==> src/rtl/bcd_pkg.sv <==
// bcd_pkg
// Shared definitions for the sequential BCD adder/subtractor:
//   state_t     - controller states (IDLE, CHECK, RUN, DONE)
//   BCD_MAX     - largest legal BCD digit value
//   BCD_RADIX   - decimal radix used by the digit correction
//   nines_comp  - nine's complement of one BCD digit
package bcd_pkg;

  typedef enum logic [1:0] {
    IDLE  = 2'd0,
    CHECK = 2'd1,
    RUN   = 2'd2,
    DONE  = 2'd3
  } state_t;

  localparam int BCD_MAX   = 9;
  localparam int BCD_RADIX = 10;

  function automatic logic [3:0] nines_comp(input logic [3:0] digit);
    return 4'(BCD_MAX) - digit;
  endfunction

endpackage

==> src/rtl/bcd_seq_addsub_if.sv <==
// bcd_seq_addsub_if
// Operand/result bundle for bcd_seq_addsub.
//   start   - request to accept operands
//   sub     - 0 = a+b, 1 = a-b
//   a, b    - packed BCD operands, LSD in bits [3:0]
//   cin     - carry-in (add) / borrow-in (sub)
//   busy    - operation in progress
//   done    - one-cycle completion pulse
//   result  - packed BCD result
//   cout    - carry-out (add) / no-borrow flag (sub)
//   invalid - a captured nibble exceeded 9
// master drives the request side, slave is the arithmetic block.
interface bcd_seq_addsub_if #(
  parameter int DIGITS = 4
);

  logic                  start;
  logic                  sub;
  logic [4*DIGITS-1:0]   a;
  logic [4*DIGITS-1:0]   b;
  logic                  cin;
  logic                  busy;
  logic                  done;
  logic [4*DIGITS-1:0]   result;
  logic                  cout;
  logic                  invalid;

  modport master (
    output start, sub, a, b, cin,
    input  busy, done, result, cout, invalid
  );

  modport slave (
    input  start, sub, a, b, cin,
    output busy, done, result, cout, invalid
  );

endinterface

==> src/rtl/bcd_digit_add.sv <==
// bcd_digit_add
// Combinational single-digit decimal adder with correction.
//   x, y - BCD digits (y is already complemented for subtraction)
//   ci   - incoming decimal carry
//   d    - corrected BCD sum digit
//   co   - outgoing decimal carry
module bcd_digit_add
  import bcd_pkg::*;
(
  input  logic [3:0] x,
  input  logic [3:0] y,
  input  logic       ci,
  output logic [3:0] d,
  output logic       co
);

  // Worst case 9+9+1 = 19 fits in five bits, so the binary sum never wraps.
  logic [4:0] sum;

  assign sum = {1'b0, x} + {1'b0, y} + {4'b0, ci};

  always_comb begin
    co = (sum > 5'(BCD_MAX));
    d  = co ? 4'(sum - 5'(BCD_RADIX)) : sum[3:0];
  end

endmodule

==> src/rtl/bcd_seq_addsub.sv <==
// bcd_seq_addsub
// Sequential BCD adder/subtractor: one digit per clock, LSD first,
// through a single time-shared bcd_digit_add.
//   clk   - clock, rising edge
//   rst_n - synchronous active-low reset
//   bus   - slave side of bcd_seq_addsub_if (operands, control, result)
// Subtraction adds the nine's complement of b with an initial carry of
// ~cin, so a negative difference lands as its ten's complement, cout=0.
module bcd_seq_addsub
  import bcd_pkg::*;
#(
  parameter int DIGITS = 4
) (
  input  logic                clk,
  input  logic                rst_n,
  bcd_seq_addsub_if.slave     bus
);

  localparam int W  = 4 * DIGITS;
  localparam int IW = (DIGITS > 1) ? $clog2(DIGITS) : 1;

  state_t          state;
  state_t          next_state;

  logic [W-1:0]    a_q;
  logic [W-1:0]    b_q;
  logic [W-1:0]    result_q;
  logic            sub_q;
  logic            c_q;
  logic            cout_q;
  logic            invalid_q;
  logic [IW-1:0]   idx;

  logic            accept;
  logic            any_bad;
  logic            last_digit;
  logic            busy_c;
  logic            done_c;
  logic [3:0]      x_dig;
  logic [3:0]      b_dig;
  logic [3:0]      y_dig;
  logic [3:0]      d_dig;
  logic            co;

  // New operands are only taken when no operation is in flight.
  assign accept     = bus.start && ((state == IDLE) || (state == DONE));
  assign last_digit = (idx == IW'(DIGITS - 1));

  // Any non-decimal nibble in either captured operand poisons the operation.
  always_comb begin
    any_bad = 1'b0;
    for (int i = 0; i < DIGITS; i++) begin
      if ((a_q[4*i +: 4] > 4'(BCD_MAX)) || (b_q[4*i +: 4] > 4'(BCD_MAX)))
        any_bad = 1'b1;
    end
  end

  // Select the digit pair for the current index.
  always_comb begin
    x_dig = 4'd0;
    b_dig = 4'd0;
    for (int i = 0; i < DIGITS; i++) begin
      if (idx == IW'(i)) begin
        x_dig = a_q[4*i +: 4];
        b_dig = b_q[4*i +: 4];
      end
    end
    y_dig = sub_q ? nines_comp(b_dig) : b_dig;
  end

  bcd_digit_add u_digit (
    .x  (x_dig),
    .y  (y_dig),
    .ci (c_q),
    .d  (d_dig),
    .co (co)
  );

  // State register.
  always_ff @(posedge clk) begin
    if (!rst_n)
      state <= IDLE;
    else
      state <= next_state;
  end

  // Next-state logic.
  always_comb begin
    next_state = state;
    case (state)
      IDLE:    if (bus.start) next_state = CHECK;
      CHECK:   next_state = any_bad ? DONE : RUN;
      RUN:     if (last_digit) next_state = DONE;
      DONE:    next_state = bus.start ? CHECK : IDLE;
      default: next_state = IDLE;
    endcase
  end

  // Status outputs decoded from the state.
  always_comb begin
    busy_c = (state == CHECK) || (state == RUN);
    done_c = (state == DONE);
  end

  // Datapath: operand capture, validity check and digit-serial accumulation.
  always_ff @(posedge clk) begin
    if (!rst_n) begin
      a_q       <= '0;
      b_q       <= '0;
      sub_q     <= 1'b0;
      c_q       <= 1'b0;
      idx       <= '0;
      result_q  <= '0;
      cout_q    <= 1'b0;
      invalid_q <= 1'b0;
    end else if (accept) begin
      a_q       <= bus.a;
      b_q       <= bus.b;
      sub_q     <= bus.sub;
      c_q       <= bus.sub ? ~bus.cin : bus.cin;
      idx       <= '0;
      result_q  <= '0;
      cout_q    <= 1'b0;
      invalid_q <= 1'b0;
    end else begin
      case (state)
        CHECK: begin
          if (any_bad) begin
            invalid_q <= 1'b1;
            result_q  <= '0;
            cout_q    <= 1'b0;
          end else begin
            invalid_q <= 1'b0;
          end
        end
        RUN: begin
          for (int i = 0; i < DIGITS; i++) begin
            if (idx == IW'(i))
              result_q[4*i +: 4] <= d_dig;
          end
          c_q <= co;
          idx <= idx + 1'b1;
          if (last_digit)
            cout_q <= co;
        end
        default: ;
      endcase
    end
  end

  assign bus.busy    = busy_c;
  assign bus.done    = done_c;
  assign bus.result  = result_q;
  assign bus.cout    = cout_q;
  assign bus.invalid = invalid_q;

endmodule

==> src/flat_wrapper.sv <==
// flat-port wrapper written by rule: the top's interface ports become plain ports
module bcd_seq_addsub_flat import bcd_pkg::*;
#(
  parameter int DIGITS = 4
)
  (clk, rst_n, bus_start, bus_sub, bus_a, bus_b, bus_cin, bus_busy, bus_done, bus_result, bus_cout, bus_invalid);
  bcd_seq_addsub_if #(.DIGITS(DIGITS)) bus_i ();
  input  logic clk;
  input  logic rst_n;
  input wire logic [$bits(bus_i.start)-1:0] bus_start;
  input wire logic [$bits(bus_i.sub)-1:0] bus_sub;
  input wire logic [$bits(bus_i.a)-1:0] bus_a;
  input wire logic [$bits(bus_i.b)-1:0] bus_b;
  input wire logic [$bits(bus_i.cin)-1:0] bus_cin;
  output wire logic [$bits(bus_i.busy)-1:0] bus_busy;
  output wire logic [$bits(bus_i.done)-1:0] bus_done;
  output wire logic [$bits(bus_i.result)-1:0] bus_result;
  output wire logic [$bits(bus_i.cout)-1:0] bus_cout;
  output wire logic [$bits(bus_i.invalid)-1:0] bus_invalid;
  assign bus_i.start = bus_start;
  assign bus_i.sub = bus_sub;
  assign bus_i.a = bus_a;
  assign bus_i.b = bus_b;
  assign bus_i.cin = bus_cin;
  assign bus_busy = bus_i.busy;
  assign bus_done = bus_i.done;
  assign bus_result = bus_i.result;
  assign bus_cout = bus_i.cout;
  assign bus_invalid = bus_i.invalid;
  bcd_seq_addsub #(.DIGITS(DIGITS)) u_core (.clk(clk), .rst_n(rst_n), .bus(bus_i));
endmodule
==> config.mk <==
export PLATFORM = sky130hd
export DESIGN_NAME = bcd_seq_addsub_flat
export DESIGN_NICKNAME = d
export VERILOG_FILES = /design/src/rtl/bcd_pkg.sv /design/src/rtl/bcd_seq_addsub_if.sv /design/src/rtl/bcd_digit_add.sv /design/src/rtl/bcd_seq_addsub.sv /design/src/flat_wrapper.sv
export SDC_FILE = /design/constraint.sdc
export NUM_CORES = 1
export LEC_CHECK = 0
export ABC_AREA = 1
export BUFFER_PORTS_ARGS = -buffer_cell sky130_fd_sc_hd__buf_2
export CAP_MARGIN = 20
export CELL_PAD_IN_SITES_DETAIL_PLACEMENT = 0
export CELL_PAD_IN_SITES_GLOBAL_PLACEMENT = 1
export CORE_MARGIN = 1.5
export CORE_UTILIZATION = 39
export DETAILED_ROUTE_END_ITERATION = 7
export GPL_TIMING_DRIVEN = 0
export PLACE_DENSITY_LB_ADDON = 0.2
export SYNTH_ARGS = -nofsm -noshare
export SYNTH_HDL_FRONTEND = slang
export SYNTH_SLANG_ARGS = --single-unit
==> constraint.sdc <==
create_clock -name clk -period 3.53 [get_ports clk]
set_input_delay 0.706 -clock clk [delete_from_list [all_inputs] [get_ports clk]]
set_output_delay 0.706 -clock clk [all_outputs]
set_load 0.03 [all_outputs]
=== After elaboration in Yosys (flattened, before gate mapping) ===
Cells that the tools add are included.

* Bits in registers: 56
* Latch bits: 0
* RAM bits: 0
* Memory bits (read-only): 0
* Bits of input ports: 37
* Output and inout bits: 20
* Logic and storage cells: 89
* Memories: 0

* Add/subtract/negate cells: 5
* Multiply operators: 0
* Divide/modulo/power cells: 0
* Order comparisons: 9
* Eq/ne operators: 12
* Shifts and indexed selects: 0
* Muxes and demuxes: 32
* Bitwise logic cells: 2
* Reductions and logical operators: 17

{| class="wikitable"
|+ Operators with widths
! kind !! number
|-
| 4-bit 2-to-1 mux || 14
|-
| 4-bit > comparator, second input constant || 8
|-
| 16-bit case mux with 2 select lines || 1
|-
| 16-bit 2-to-1 mux || 1
|-
| 1-bit 2-to-1 mux || 12
|-
| 3-bit AND reduction || 4
|-
| 2-bit by 1-bit != test with 1-bit output, second input constant || 5
|-
| 2-bit equality test, second input constant || 4
|-
| 2-bit case mux with 4 select lines || 1
|-
| 1-bit logical OR || 6
|-
| 4-bit by 4-bit adder with 5-bit output || 1
|-
| 5-bit by 1-bit adder with 5-bit output || 1
|-
| 5-bit by 4-bit > comparator with 1-bit output, second input constant || 1
|-
| 2-bit by 1-bit equality test with 1-bit output, second input constant || 2
|-
| 2-bit zero test || 2
|-
| 2-bit 2-to-1 mux || 2
|-
| 2-bit nonzero test || 2
|-
| 4-bit subtractor, first input constant || 1
|-
| 4-bit subtractor, second input constant || 1
|-
| 2-bit by 1-bit adder with 2-bit output, second input constant || 1
|-
| 2-bit != test, second input constant || 1
|-
| 1-bit inverter || 2
|-
| 1-bit case mux with 2 select lines || 1
|-
| 2-bit AND reduction || 1
|-
| 2 further kinds || 2
|}

=== Longest topological paths before layout ===
Gate-level depths: netlist (run 1).

* Depth in word-level cells: 13
* Mapped depth: 24
* Depth with buffers taken out: 23

=== Modules after synthesis ===
A second synthesis (run 1) with hierarchy kept.

* Cells, all modules: 410
* Area total of the unflattened synthesis: 2,930.3 µm²

{| class="wikitable"
|+ Modules (own cells, without submodules)
! module !! times used !! cells an instance !! area an instance (µm²) !! sequential area each (µm²)
|-
| bcd_seq_addsub || 1 || 365 || 2,631.3 || 1,121.1
|-
| bcd_digit_add || 1 || 45 || 299.0 || 0.0
|}

=== Least setup slack after synthesis (run 1) ===
Ideal clock, no wire load.

* Path type: flip-flop to flip-flop
* From: reg u_core.idx[1]
* To: reg u_core.result_q[13], in the netlist u_core.bus.result[13]
* Setup time: 0.070 ns
* Arrival: 3.102 ns
* Required time: 3.460 ns
* Slack: 0.358 ns
* Stages on the path, launching flop included: 25
* Path buffers: 1
* Period minus slack after synthesis: 3.172 ns
* Cell sequence: dfxtp_1 -> inv_1 -> ha_1 -> buf_4 -> inv_1 -> nand2_1 -> inv_2 -> a22oi_1 -> nand2_1 -> o211ai_1 -> nand2_1 -> xnor2_1 -> fa_1 -> fa_1 -> inv_1 -> nand2_1 -> nand2_2 -> ha_1 -> nand2_1 -> a21boi_2 -> nand2_2 -> nand2_2 -> nand2_1 -> nand3_2 -> a21oi_1

* Word-level cells in the longest chain between the ends: 13
* Elaborated cells between the ends (all ways): 23
* Those cells by class: add/sub (4); order compare (1); eq/ne (4); mux (12); reduce/logical (2)

{| class="wikitable"
|+ Ends and longest elaborated chain
! what !! RTL line !! source
|-
| start, declared || bcd_seq_addsub.sv:32 || <nowiki>logic [IW-1:0] idx;</nowiki>
|-
| start signal, assigned || bcd_seq_addsub.sv:142 || <nowiki>idx <= idx + 1'b1;</nowiki>
|-
| 2-bit zero test || bcd_seq_addsub.sv:63 || <nowiki>if (idx == IW'(i)) begin</nowiki>
|-
| 4-bit 2-to-1 mux (4 in series) || bcd_seq_addsub.sv:63 ||
|-
| 4-bit subtractor || bcd_pkg.sv:20 || <nowiki>return 4'(BCD_MAX) - digit;</nowiki>
|-
| 4-bit 2-to-1 mux || bcd_seq_addsub.sv:68 || <nowiki>y_dig = sub_q ? nines_comp(b_dig) : b_dig;</nowiki>
|-
| 4-bit by 4-bit adder with 5-bit output || bcd_digit_add.sv:20 || <nowiki>assign sum = {1'b0, x} + {1'b0, y} + {4'b0, ci};</nowiki>
|-
| 5-bit by 1-bit adder with 5-bit output || bcd_digit_add.sv:20 ||
|-
| 4-bit subtractor / 5-bit by 4-bit > comparator with 1-bit output (equally long branches) || bcd_digit_add.sv:24, bcd_digit_add.sv:23 ||
|-
| 4-bit 2-to-1 mux || bcd_digit_add.sv:24 || <nowiki>d = co ? 4'(sum - 5'(BCD_RADIX)) : sum[3:0];</nowiki>
|-
| 4-bit 2-to-1 mux || bcd_seq_addsub.sv:138 || <nowiki>if (idx == IW'(i))</nowiki>
|-
| 16-bit case mux with 2 select lines || bcd_seq_addsub.sv:126 || <nowiki>case (state)</nowiki>
|-
| end signal, assigned by index || bcd_seq_addsub.sv:139 || <nowiki>result_q[4*i +: 4] <= d_dig;</nowiki>
|-
| end, declared || bcd_seq_addsub.sv:27 || <nowiki>logic [W-1:0] result_q;</nowiki>
|}

Parallel ways exist; a longest one is shown, timed or not. The select of a mux whose other input is x is not followed.
A chain may end at the register's enable or synchronous reset.

=== Final worst setup path (run 1) ===
* From: reg u_core.idx[1]
* To: reg u_core.result_q[1], in the netlist u_core.bus.result[1]

* Word-level cells in the longest chain between the ends: 13
* Elaborated cells between the ends (all ways): 23
* Those cells by class: add/sub (4); order compare (1); eq/ne (4); mux (12); reduce/logical (2)

{| class="wikitable"
|+ Ends and longest elaborated chain
! what !! RTL line
|-
| 2-bit zero test || bcd_seq_addsub.sv:63, bcd_seq_addsub.sv:138
|-
| 4-bit 2-to-1 mux (4 in series) || bcd_seq_addsub.sv:63
|-
| 4-bit subtractor || bcd_pkg.sv:20
|-
| 4-bit 2-to-1 mux || bcd_seq_addsub.sv:68
|-
| 4-bit by 4-bit adder with 5-bit output || bcd_digit_add.sv:20
|-
| 5-bit by 1-bit adder with 5-bit output || bcd_digit_add.sv:20
|-
| 4-bit subtractor / 5-bit by 4-bit > comparator with 1-bit output (equally long branches) || bcd_digit_add.sv:24, bcd_digit_add.sv:23
|-
| 4-bit 2-to-1 mux || bcd_digit_add.sv:24
|-
| 4-bit 2-to-1 mux || bcd_seq_addsub.sv:138
|-
| 16-bit case mux with 2 select lines || bcd_seq_addsub.sv:126
|}

Parallel ways exist; a longest one is shown, timed or not. The select of a mux whose other input is x is not followed.

==> results of run 1 <==
## cell families (layout without fill, tap and decap cells)
kind of cell	count (synthesis)	count (layout)	synth area share, %
AOI/OAI and AO/OA	108	108	20.4
xor gates and xnor gates	3	3	0.908
adders and majority gates	16	16	7.44
buffers and inverters	68	143	9.86
DFF	56	56	38.8
and+or+nand+nor	151	151	22.7
## final cells by class
cell class / count / area (um^2)
buffer: 16 / 100
clock buffer: 6 / 82.6
clock inverter: 2 / 17.5
fill: 773 / 3570
inverter: 52 / 206
multi-input combinational: 278 / 1620
sequential: 56 / 1130
tap: 99 / 124
timing repair buffer: 67 / 369
## stage by stage
stage / cells / hold WS (ps) / power, mW / area, um^2 / TNS, ps
floorplan: 402 / 436 / 2.50 / 2890 / 0
global placement: 556 / 458 / 2.96 / 3290 / -680
detailed placement: 556 / 461 / 2.99 / 3290 / -1350
CTS: 565 / 478 / 3.43 / 3420 / 0
global route: 576 / 503 / 4.18 / 3650 / -298
finish: 576 / 477 / 3.85 / 3650 / 0
## timing repair
item | in CTS | in global routing
gates resized for setup | 8 | 41
hold buffers | 0 | 0
endpoints found under the setup margin | 14 | 14
hold endpoints to repair | 0 | 0
setup buffers | 1 | 11
pin swaps | 1 | 20
## power groups by stage
stage	combinational, mW	sequential, mW	clock [mW]
2_1_floorplan	1.37	1.13	0
3_3_place_gp	1.95	1.00	0
3_5_place_dp	1.99	1.00	0
4_1_cts	2.04	0.992	0.405
5_1_grt	2.73	1.03	0.427
6_report	2.46	0.999	0.395
## routing by layer
metal	GRT usage, %	vias to the layer above
met5	0	-
met4	4.34	0
met3	3.23	11
met2	30.2	69
met1	26.9	1253
li1	-	1441
## worst max-delay path by stage
| stage | from | to | slack (ps) | cells after the start |
|---|---|---|---|---|
| global route | u_core.idx[1] | u_core.bus.result[1] | -50 | 21 |
| detailed placement | u_core.idx[1] | u_core.bus.result[7] | -140 | 22 |
| global placement | u_core.idx[1] | u_core.bus.result[1] | -80 | 24 |
| floorplan | u_core.idx[1] | u_core.bus.result[13] | 360 | 24 |
| finish | u_core.idx[1] | u_core.bus.result[1] | 110 | 21 |
| CTS | u_core.idx[1] | u_core.bus.result[1] | 20 | 24 |
## cells in the final DEF, fill, tap and decap left out, drive strengths merged, types with 2 or more instances in the layout
cell type	synthesis	layout
fa	2	2
clkbuf	9	15
o21ai	59	59
nor2	73	73
o211ai	5	5
xnor2	2	2
a22oi	7	7
ha	14	14
a21oi	33	33
dfxtp	56	56
nand3	11	11
buf	7	74
nand2	66	66
inv	52	53
## state kept, by name, indices dropped and copies added (netlist names)
| signal | flops |
|---|---|
| u_core.c_q | 1 |
| u_core.bus.invalid | 1 |
| u_core.bus.result | 16 |
| u_core.b_q | 16 |
| u_core.bus.cout | 1 |
| u_core.state | 2 |
| u_core.a_q | 16 |
| u_core.idx | 2 |
| u_core.sub_q | 1 |
## worst max-delay path, stage by stage (launching register included)
cell and delay, ps:
dfxtp_4 370, inv_4 70, ha_4 130, buf_6 120
inv_4 40, nand2_2 90, inv_4 60, a22oi_2 130
nand2_1 70, o211ai_1 90, nand2_1 120, xnor2_2 160
fa_2 400, fa_2 640, ha_4 160, nand2_2 40
a21boi_4 140, nand2_2 120, nand2_4 90, nand2_4 80
nand3_4 100, a21oi_2 150
==> metrics.md, run 1 <==
| Metric | Value |
|---|---|
| Worst R2R Start | `u_core.idx[1]` |
| Fraction of layout cells with a size suffix above 1 | `a little over a quarter` |
| Post-synth EDFFs | `0` |
| Period Utilization, post-route | `96.8%` |
| Synth top area share | `about two fifths` |
| Status | `complete, no violations` |
| Drt wl/cell | `about 13 um` |
| Register area share after synthesis | `about two fifths` |
| Worst Setup Slack, final | `around 110 ps` |
| Post-synthesis cell count | `~400` |
| GRT Resource Usage Total | `a little under a fifth` |
| CP Launch Type | `flop` |
| # H-tree levels | `2` |
| Peak Freq | `just under 300 MHz` |
| Worst-Skew Late Latency | `~310 ps` |
| Routed met1 length | `3710 um` |
| IO Count | `between 50 and 60` |
| Reg2reg path depth | `21` |
| Die ar. | `slightly below 0.008 mm^2` |
| Initial Utilization | `about two fifths` |
| # diodes | `0` |
| Leading area contributor after synthesis | `dfxtp_1` |
| Area Growth Syn to Fin | `26.1%` |
| Utilization after layout | `between 50 and 60%` |
| Largest net degree at the start of global routing | `19` |
| Vias in the first global route | `around 2.5k` |
| Minimum clock period after layout | `about 3400 ps` |
| R2r endpoint | `u_core.bus.result[1]` |
| Slew margin rel. | `65.2%` |
| CTS Buf Count | `5` |
| Root buf cell | `clkbuf_8` |
| Top routing layer in use | `met4` |
| Initial antenna violation count | `0` |
| Sw Pwr | `between 1.5 and 2 mW` |
| Reg power frac | `25.9%` |
| Final HPWL DP | `5460 um` |
| Top cells by count, synth | `70 x nor2_1, 61 x nand2_1, 56 x dfxtp_1` |
| Vias per std cell | `roughly 4.8` |
| Final hold vios | `0` |
| Setup violations, final | `0` |
| Vias post-DR | `around 2.8k` |
| # rows | `31` |
| CTS tree | `done` |
| Met3 wire length | `between 300 and 400 um` |
| DRT iter0 DRCs | `between 90 and 100` |
| Min-delay src | `u_core.a_q[9]` |
| Drt drc | `0` |
| Worst setup EP type | `flop` |
| R2r setup slk | `approximately 110 ps` |
| TritonRoute pass-1 iters | `4` |
| Combinational power share | `between 60% and 70%` |
| Synth Warn # | `0` |
| Clock skew | `~8.1 ps` |
| Hold Path Depth | `2` |
| DR WL met2 | `between 3000 and 4000 um` |
| Critical Path RT | `approximately 3800 ps` |
| Arr. time, crit path | `roughly 3700 ps` |
| Clock Pin Slew Worst Setup and Hold Paths | `~110 ps` |
| Die W | `approximately 90 um` |
| Post-Syn Nets | `between 400 and 500` |
| Yosys reg bits | `56` |
| Clock share of power | `roughly 10%` |
| Max Cap Viol | `0` |
| Std-Cell Core Area | `between 0.007 and 0.008 mm^2` |
| Max Buffers Root-to-Sink | `2` |
| Count leader, synth | `nor2_1` |
| Sink Count | `56` |
| Port buffer count | `55` |
| Cell Area, Synth | `between 0.002 and 0.003 mm^2` |
| DP Worst Slack | `-137 ps` |
| Hold Path End | `u_core.a_q[9]` |
| Netlist cell types | `31` |
| Fin nets | `529` |
| VDD IR max | `0.358 mV` |
| Overflow after GRT | `0` |
| Routability cong. | `~0.83` |
| First-pass GRT wire length | `about 12000 um` |
| Post-Route WL | `7530 um` |
| Die height | `~90 um` |
| Top cells by area, synth | `dfxtp_1 39%, nor2_1 9.1%, o21ai_0 9.0%, nand2_1 7.9%, inv_1 6.1%` |
| Actual slew at the worst max-slew pin | `approximately 520 ps` |
| Final slew viol count | `0` |
| Internal | `a little under 2 mW` |
| Lkg Pwr | `1.74 nW` |
| Cell Pwr Density | `about 1100 mW/mm^2` |
| Antenna Nets Post-Route | `0` |
| Kind of critical path | `reg2reg` |
| Sw Ratio | `approximately 50%` |
| Mean Syn Cell Area | `slightly above 7 um^2` |
| Top FF cell, synth | `dfxtp_1` |
| Post-synth ARST share | `0%` |
| Min-delay worst type | `reg2reg` |
| Maximum fanout along the worst path | `6` |
Note: power is estimated with default switching activity, not from simulation.
==> run 2, diff against run 1 <==
--- a/config.mk
+++ b/config.mk
@@ -11,7 +11,7 @@
 export CELL_PAD_IN_SITES_DETAIL_PLACEMENT = 0
 export CELL_PAD_IN_SITES_GLOBAL_PLACEMENT = 1
 export CORE_MARGIN = 1.5
-export CORE_UTILIZATION = 39
+export CORE_UTILIZATION = 42
 export DETAILED_ROUTE_END_ITERATION = 7
 export GPL_TIMING_DRIVEN = 0
 export PLACE_DENSITY_LB_ADDON = 0.2
==> constraint.sdc (replaced) <==
create_clock -name clk -period 4.1 [get_ports clk]
set_input_delay 0.82 -clock clk [delete_from_list [all_inputs] [get_ports clk]]
set_output_delay 0.82 -clock clk [all_outputs]
set_load 0.03 [all_outputs]
==> run 2 against run 1 <==
  * Register-to-register slack improved by 270 ps
  * Combinational power down 31%
  * Fmax shrank 8.1%
  * Critical path depth grew 3
  * Sequential share of layout area rose by 1.8 points
  * Worst setup slack better by 270 ps
  * Cell area decreased by 6.1%
  * Flip-flop and latch count unchanged
  * Final cell count decreased by 5.4%
  * Utilization up 0.43 points
==> metrics.md, run 2 (synthesis results as in run 1) <==
| Metric | Value |
|---|---|
| Clock share of power | `between 15 and 20%` |
| WHS | `468 ps` |
| Initial antenna violation count | `0` |
| RSZ-0062 raised after global routing | `no` |
| Worst setup EP type | `flop` |
| Hold_buf cts | `0` |
| Sw Pwr | `approximately 1.4 mW` |
| Initial Utilization | `between 40 and 50%` |
| TritonRoute pass-1 iters | `4` |
| Maximum fanout along the worst path | `9` |
| Placed Area | `between 0.003 and 0.004 mm^2` |
| Fin nets | `~520` |
| Kind of critical path | `reg2reg` |
| Sink Count | `56` |
| Setup TNS | `0 ps` |
| Tot Pwr | `3.04 mW` |
| # diodes | `0` |
| CP Launch Type | `flop` |
| Slew margin rel. | `~68%` |
| Vias in the first global route | `2529` |
| Largest net degree at the start of global routing | `18` |
| Area of the multi-input gates | `around 0.0015 mm^2` |
| VDD IR max | `between 0.3 and 0.4 mV` |
| FILL cells | `712` |
| Drt wl/cell | `13.1 um` |
| Critical Path RT | `4350 ps` |
| Peak Freq | `between 200 and 300 MHz` |
| Final Cell Area | `around 0.0034 mm^2` |
| Post-Route WL | `roughly 7000 um` |
| Highest-count cells in the layout ignoring fill and taps | `70 x nor2_1, 61 x nand2_1, 59 x buf_2` |
| Die W | `~86 um` |
| Vias post-DR | `2658` |
| Max Buffers Root-to-Sink | `2` |
| Overflow after GRT | `0` |
| Minimum clock period after layout | `between 3000 and 4000 ps` |
| Reg power frac | `~28%` |
| Crit path largest cell delay | `~430 ps` |
| Post-CTS setup buffers | `0` |
| Utilization after layout | `between 50% and 60%` |
| Fraction of layout cells with a size suffix above 1 | `19.8%` |
| Status | `complete, no violations` |
| Most common cell after layout, fill and taps aside | `nor2_1` |
| Crit path cell chain | `inv_1, ha_1, buf_4, inv_1, nand2_1, inv_2, a22oi_1, nand2_1, o211ai_1, nand2_1, xnor2_1, fa_1, fa_1, inv_1, nand2_1, nand2_2, ha_1, nand2_1, a21boi_2, nand2_2, nand2_2, nand2_1, nand3_2, a21oi_1` |
| DRT iter0 DRCs | `119` |
| Antenna Nets Post-Route | `0` |
| Actual slew at the worst max-slew pin | `between 400 and 500 ps` |
| Sw Ratio | `a little under half` |
| Max Cap Viol | `0` |
| Arr. time, crit path | `slightly below 4000 ps` |
| First-pass GRT wire length | `11800 um` |
| Period Utilization, post-route | `roughly nine tenths` |
| Crit path top cell by count | `nand2_1` |
| Buf/Inv on CP | `5` |
| Drt drc | `0` |
| Root buf cell | `clkbuf_8` |
| # H-tree levels | `2` |
| Cell Pwr Density | `approximately 900 mW/mm^2` |
| Worst-Skew Late Latency | `just over 300 ps` |
| CTS Buf Count | `5` |
| Port buffer count | `55` |
| Die ar. | `0.00739 mm^2` |
| Area Growth Syn to Fin | `18.5%` |
| Die height | `86.0 um` |
| Combinational power share | `55.7%` |
| Min-delay worst type | `reg2reg` |
| # rows | `30` |
| Lkg Pwr | `1.67 nW` |
| Clock skew | `approximately 6.7 ps` |
| Critical path's slowest cell | `fa_1` |
| Final slew viol count | `0` |
| CP top delay family | `adder cells` |
| Final hold vios | `0` |
| Final HPWL DP | `between 5000 and 6000 um` |
| Internal | `~1.6 mW` |
| Vias per std cell | `about 5` |
| GRT Resource Usage Total | `between 20 and 25%` |
| CTS tree | `done` |
| Routability cong. | `0.836` |
| IO Count | `57` |
| Clock Pin Slew Worst Setup and Hold Paths | `around 110 ps` |
| Std-Cell Core Area | `0.00672 mm^2` |
| Register Area | `0.00112 mm^2` |
| CTS resizes | `0` |
| Setup violations, final | `0` |
-- run 2: changes by cell type in the layout (fill, tap and decap cells not counted), sizes merged --
cell and delta:
buf -12, bufinv +3, clkinvlp -1, clkbuf -1, inv -1
-- run 2: final timing paths --
kind	start	endpoint	slack, ps	cells after the start
min	u_core.bus.result[0]	u_core.bus.result[0]	470	2
max	u_core.idx[1]	u_core.bus.result[1]	380	24
max reg2reg	u_core.idx[1]	u_core.bus.result[1]	380	24
min reg2reg	u_core.bus.result[0]	u_core.bus.result[0]	470	2
-- run 2: power by group through the flow --
stage | registers [mW] | logic [mW] | clock network, mW
after floorplan | 0.974 | 1.18 | 0
after global placement | 0.862 | 1.68 | 0
after detailed placement | 0.864 | 1.70 | 0
after CTS | 0.853 | 1.71 | 0.499
after global routing | 0.876 | 1.94 | 0.520
final | 0.854 | 1.70 | 0.496
-- run 2: cell type report --
type                            count  share of cell area (%)
Multi-Input combinational cell    278                    43.4
Sequential cell                    56                    32.7
Timing Repair Buffer               55                    8.03
Inverter                           52                    5.70
Tap cell                           80                    2.92
Clock inverter                      3                    2.63
Buffer                             16                    2.63
Clock buffer                        5                    2.01
-- run 2: worst min-delay path, delay by kind of cell, from the launching register on --
kind / cells / cell delay (ps)
and+or+nand+nor: 1 / 50
DFF: 1 / 320
AOI/OAI and AO/OA: 1 / 60
-- run 2: stage by stage --
stage / worst slack, ps / cells
finish: 383 / 545
global route: 97.9 / 545
CTS: 409 / 545
detailed placement: 448 / 537
global placement: 478 / 537
floorplan: 928 / 402
-- run 2: per-layer routing --
metal / wire, um / global-route usage [%]
met1: 3640 / 29.2
met2: 3090 / 31.9
met3: 275 / 3.27
met4: 111 / 5.57
met5: 0 / 0
==> run 3, diff against run 2 <==
--- a/config.mk
+++ b/config.mk
@@ -11,10 +11,11 @@
 export CELL_PAD_IN_SITES_DETAIL_PLACEMENT = 0
 export CELL_PAD_IN_SITES_GLOBAL_PLACEMENT = 1
 export CORE_MARGIN = 1.5
-export CORE_UTILIZATION = 42
+export CORE_UTILIZATION = 35
 export DETAILED_ROUTE_END_ITERATION = 7
 export GPL_TIMING_DRIVEN = 0
 export PLACE_DENSITY_LB_ADDON = 0.2
+export SLEW_MARGIN = 5
 export SYNTH_ARGS = -nofsm -noshare
 export SYNTH_HDL_FRONTEND = slang
 export SYNTH_SLANG_ARGS = --single-unit
==> constraint.sdc (replaced) <==
create_clock -name clk -period 3.1 [get_ports clk]
set_input_delay 0.62 -clock clk [delete_from_list [all_inputs] [get_ports clk]]
set_output_delay 0.62 -clock clk [all_outputs]
set_load 0.03 [all_outputs]
==> run 3 against run 2 <==
  * The run now ends with setup timing left
  * Die area is 19% higher
  * Sequential share of layout area is 2.3 points lower
  * Cell area is 8.4% higher
  * Power is 47% higher
  * Utilization is 3.7 points lower
  * Largest cell class unchanged
  * Clock skew is 4.3 ps higher
  * Wire length is 9.8% higher
  * Sequential power is 33% higher
  * Register-to-register slack worse by 560 ps
  * Non-clock buffer count is 13 higher
  * Clock power is 18% lower
==> metrics.md, run 3 (synthesis results as in run 1) <==
| Metric | Value |
|---|---|
| Status | `finished with violations` |
| Failing checks | `setup timing` |
| Max Cap Viol | `0` |
| Die W | `93.9 um` |
| TritonRoute pass-1 iters | `4` |
| Critical Path RT | `about 3400 ps` |
| Minimum clock period after layout | `~3300 ps` |
| Utilization after layout | `47.3%` |
| Critical path's slowest cell | `fa_2` |
| Vias per std cell | `4.79` |
| IO Count | `57` |
| Highest-count cells in the layout ignoring fill and taps | `69 x nor2_1, 57 x buf_2, 55 x nand2_1` |
| Critical path launch point | `u_core.idx[1]` |
| Max Buffers Root-to-Sink | `2` |
| # H-tree levels | `2` |
| Arr. time, crit path | `around 3500 ps` |
| Reg2reg path depth | `20` |
| Peak Freq | `around 300 MHz` |
| Most common cell after layout, fill and taps aside | `nor2_1` |
| Routability cong. | `0.807` |
| Hold_buf cts | `0` |
| Actual slew at the worst max-slew pin | `roughly 550 ps` |
| Die height | `~94 um` |
| DP Worst Slack | `-470 ps` |
| Register Area | `0.00113 mm^2` |
| Drt drc | `0` |
| Buf/Inv on CP | `3` |
| Initial Utilization | `a little under two fifths` |
| GRT Resource Usage Total | `18.8%` |
| Worst R2R Start | `u_core.idx[1]` |
| Vias in the first global route | `~2.6k` |
| Maximum fanout along the worst path | `4` |
| Kind of critical path | `reg2reg` |
| Fraction of layout cells with a size suffix above 1 | `between 30% and 40%` |
| Worst Setup Slack, final | `-180 ps` |
| Post-Layout Cell Count | `slightly below 600` |
| Setup violations, final | `14` |
| Crit path top cell by count | `nand2_4` |
| WHS | `470 ps` |
| Largest net degree at the start of global routing | `18` |
| Tot Pwr | `~4.5 mW` |
| Slew margin rel. | `a little over three fifths` |
| Min-delay worst type | `reg2reg` |
| Placed Area | `about 0.0033 mm^2` |
| Root buf cell | `clkbuf_8` |
| Port buffer count | `55` |
| Final slew viol count | `0` |
| Worst setup EP type | `flop` |
| Overflow after GRT | `0` |
| # rows | `32` |
| Initial antenna violation count | `0` |
| CP endpoint | `u_core.bus.result[13]` |
| RSZ-0062 raised after global routing | `yes` |
| Drt wl/cell | `13.5 um` |
| Sink Count | `56` |
| Clock Pin Slew Worst Setup and Hold Paths | `around 110 ps` |
| Crit path cell chain | `inv_4, ha_4, inv_4, nand2_4, inv_6, a22oi_2, nand2_1, o211ai_1, nand2_1, xnor2_2, fa_2, fa_2, ha_4, nand2_2, a21boi_4, nand2_2, nand2_4, nand2_4, nand3_4, a21oi_2` |
| Fin nets | `530` |
| DRT iter0 DRCs | `96` |
| Crit path largest cell delay | `approximately 600 ps` |
| CTS tree | `done` |
| CP top delay family | `adder cells` |
| CP Launch Type | `flop` |
| Final HPWL DP | `roughly 5700 um` |
| Cells after DPL | `approximately 560` |
| Final hold vios | `0` |
| Setup TNS | `-2000 ps` |
| R2r endpoint | `u_core.bus.result[13]` |
| Std-Cell Core Area | `0.00785 mm^2` |
| VDD IR max | `roughly 0.44 mV` |
| Post-Route WL | `between 7000 and 8000 um` |
| Worst path depth | `20` |
| Clock skew | `11.0 ps` |
| Lkg Pwr | `roughly 1.7 nW` |
| Worst-Skew Late Latency | `320 ps` |
| Die ar. | `approximately 0.009 mm^2` |
| First-pass GRT wire length | `between 10000 and 15000 um` |
| Area Growth Syn to Fin | `28.4%` |
| FILL cells | `between 800 and 900` |
| Antenna Nets Post-Route | `0` |
| Cell Pwr Density | `roughly 1200 mW/mm^2` |
| Area of the multi-input gates | `0.00168 mm^2` |
| R2r setup slk | `-180 ps` |
| # diodes | `0` |
| Vias post-DR | `approximately 2.8k` |
| CTS Buf Count | `5` |
| Final Cell Area | `0.00371 mm^2` |
| Period Utilization, post-route | `106%` |
run 3: changes by cell type in the layout (fill, tap and decap cells not counted), moves of 4 or more:
cell	delta
ha_1	-4
ha_4	+4
a21oi_2	+13
a21oi_1	-13
inv_1	-7
nand2_4	+4
nand2_1	-6
buf_4	+12
run 3: report_power, final:
part | switching (mW) | leakage [nW] | internal (mW)
combinational | 1.85 | 1.24 | 1.09
clock | 0.250 | 0.0406 | 0.158
sequential | 0.159 | 0.463 | 0.978
run 3: area by class of cell:
cell class / count / share of cell area, %
repair buffers: 69 / 10.6
clock inverters: 2 / 0.438
well taps: 102 / 3.44
clock buffers: 5 / 1.85
inverters: 52 / 5.69
plain buffers: 15 / 2.46
flip-flops and latches: 56 / 30.4
multi-input cells: 278 / 45.1
run 3: routing by layer:
metal	up-vias	wire, um	global-route usage (%)
li1	1447	-	-
met1	1263	3890	26.0
met2	60	3470	30.3
met3	6	360	2.99
met5	-	0	0
met4	0	84	5.35
run 3: repair_timing:
item / in CTS / in global routing
pin swaps: 9 / 21
setup buffers: 9 / 5
gates resized for setup: 32 / 28
endpoints found under the setup margin: 14 / 14
run 3: how the worst min path moves through the flow:
stage	from	to	slack (ps)	cells past startpoint
floorplan	u_core.b_q[3]	u_core.b_q[3]	440	2
global placement	u_core.bus.result[8]	u_core.bus.result[8]	460	2
detailed placement	u_core.bus.result[0]	u_core.bus.result[0]	460	2
CTS	u_core.bus.result[0]	u_core.bus.result[0]	470	2
global route	u_core.bus.result[8]	u_core.bus.result[8]	500	2
finish	u_core.bus.result[0]	u_core.bus.result[0]	470	2
run 3: tightest hold or removal path, stage by stage, from the launching register on:
cell and delay (ps):
dfxtp_1 320, nand2_1 60, a21oi_1 50
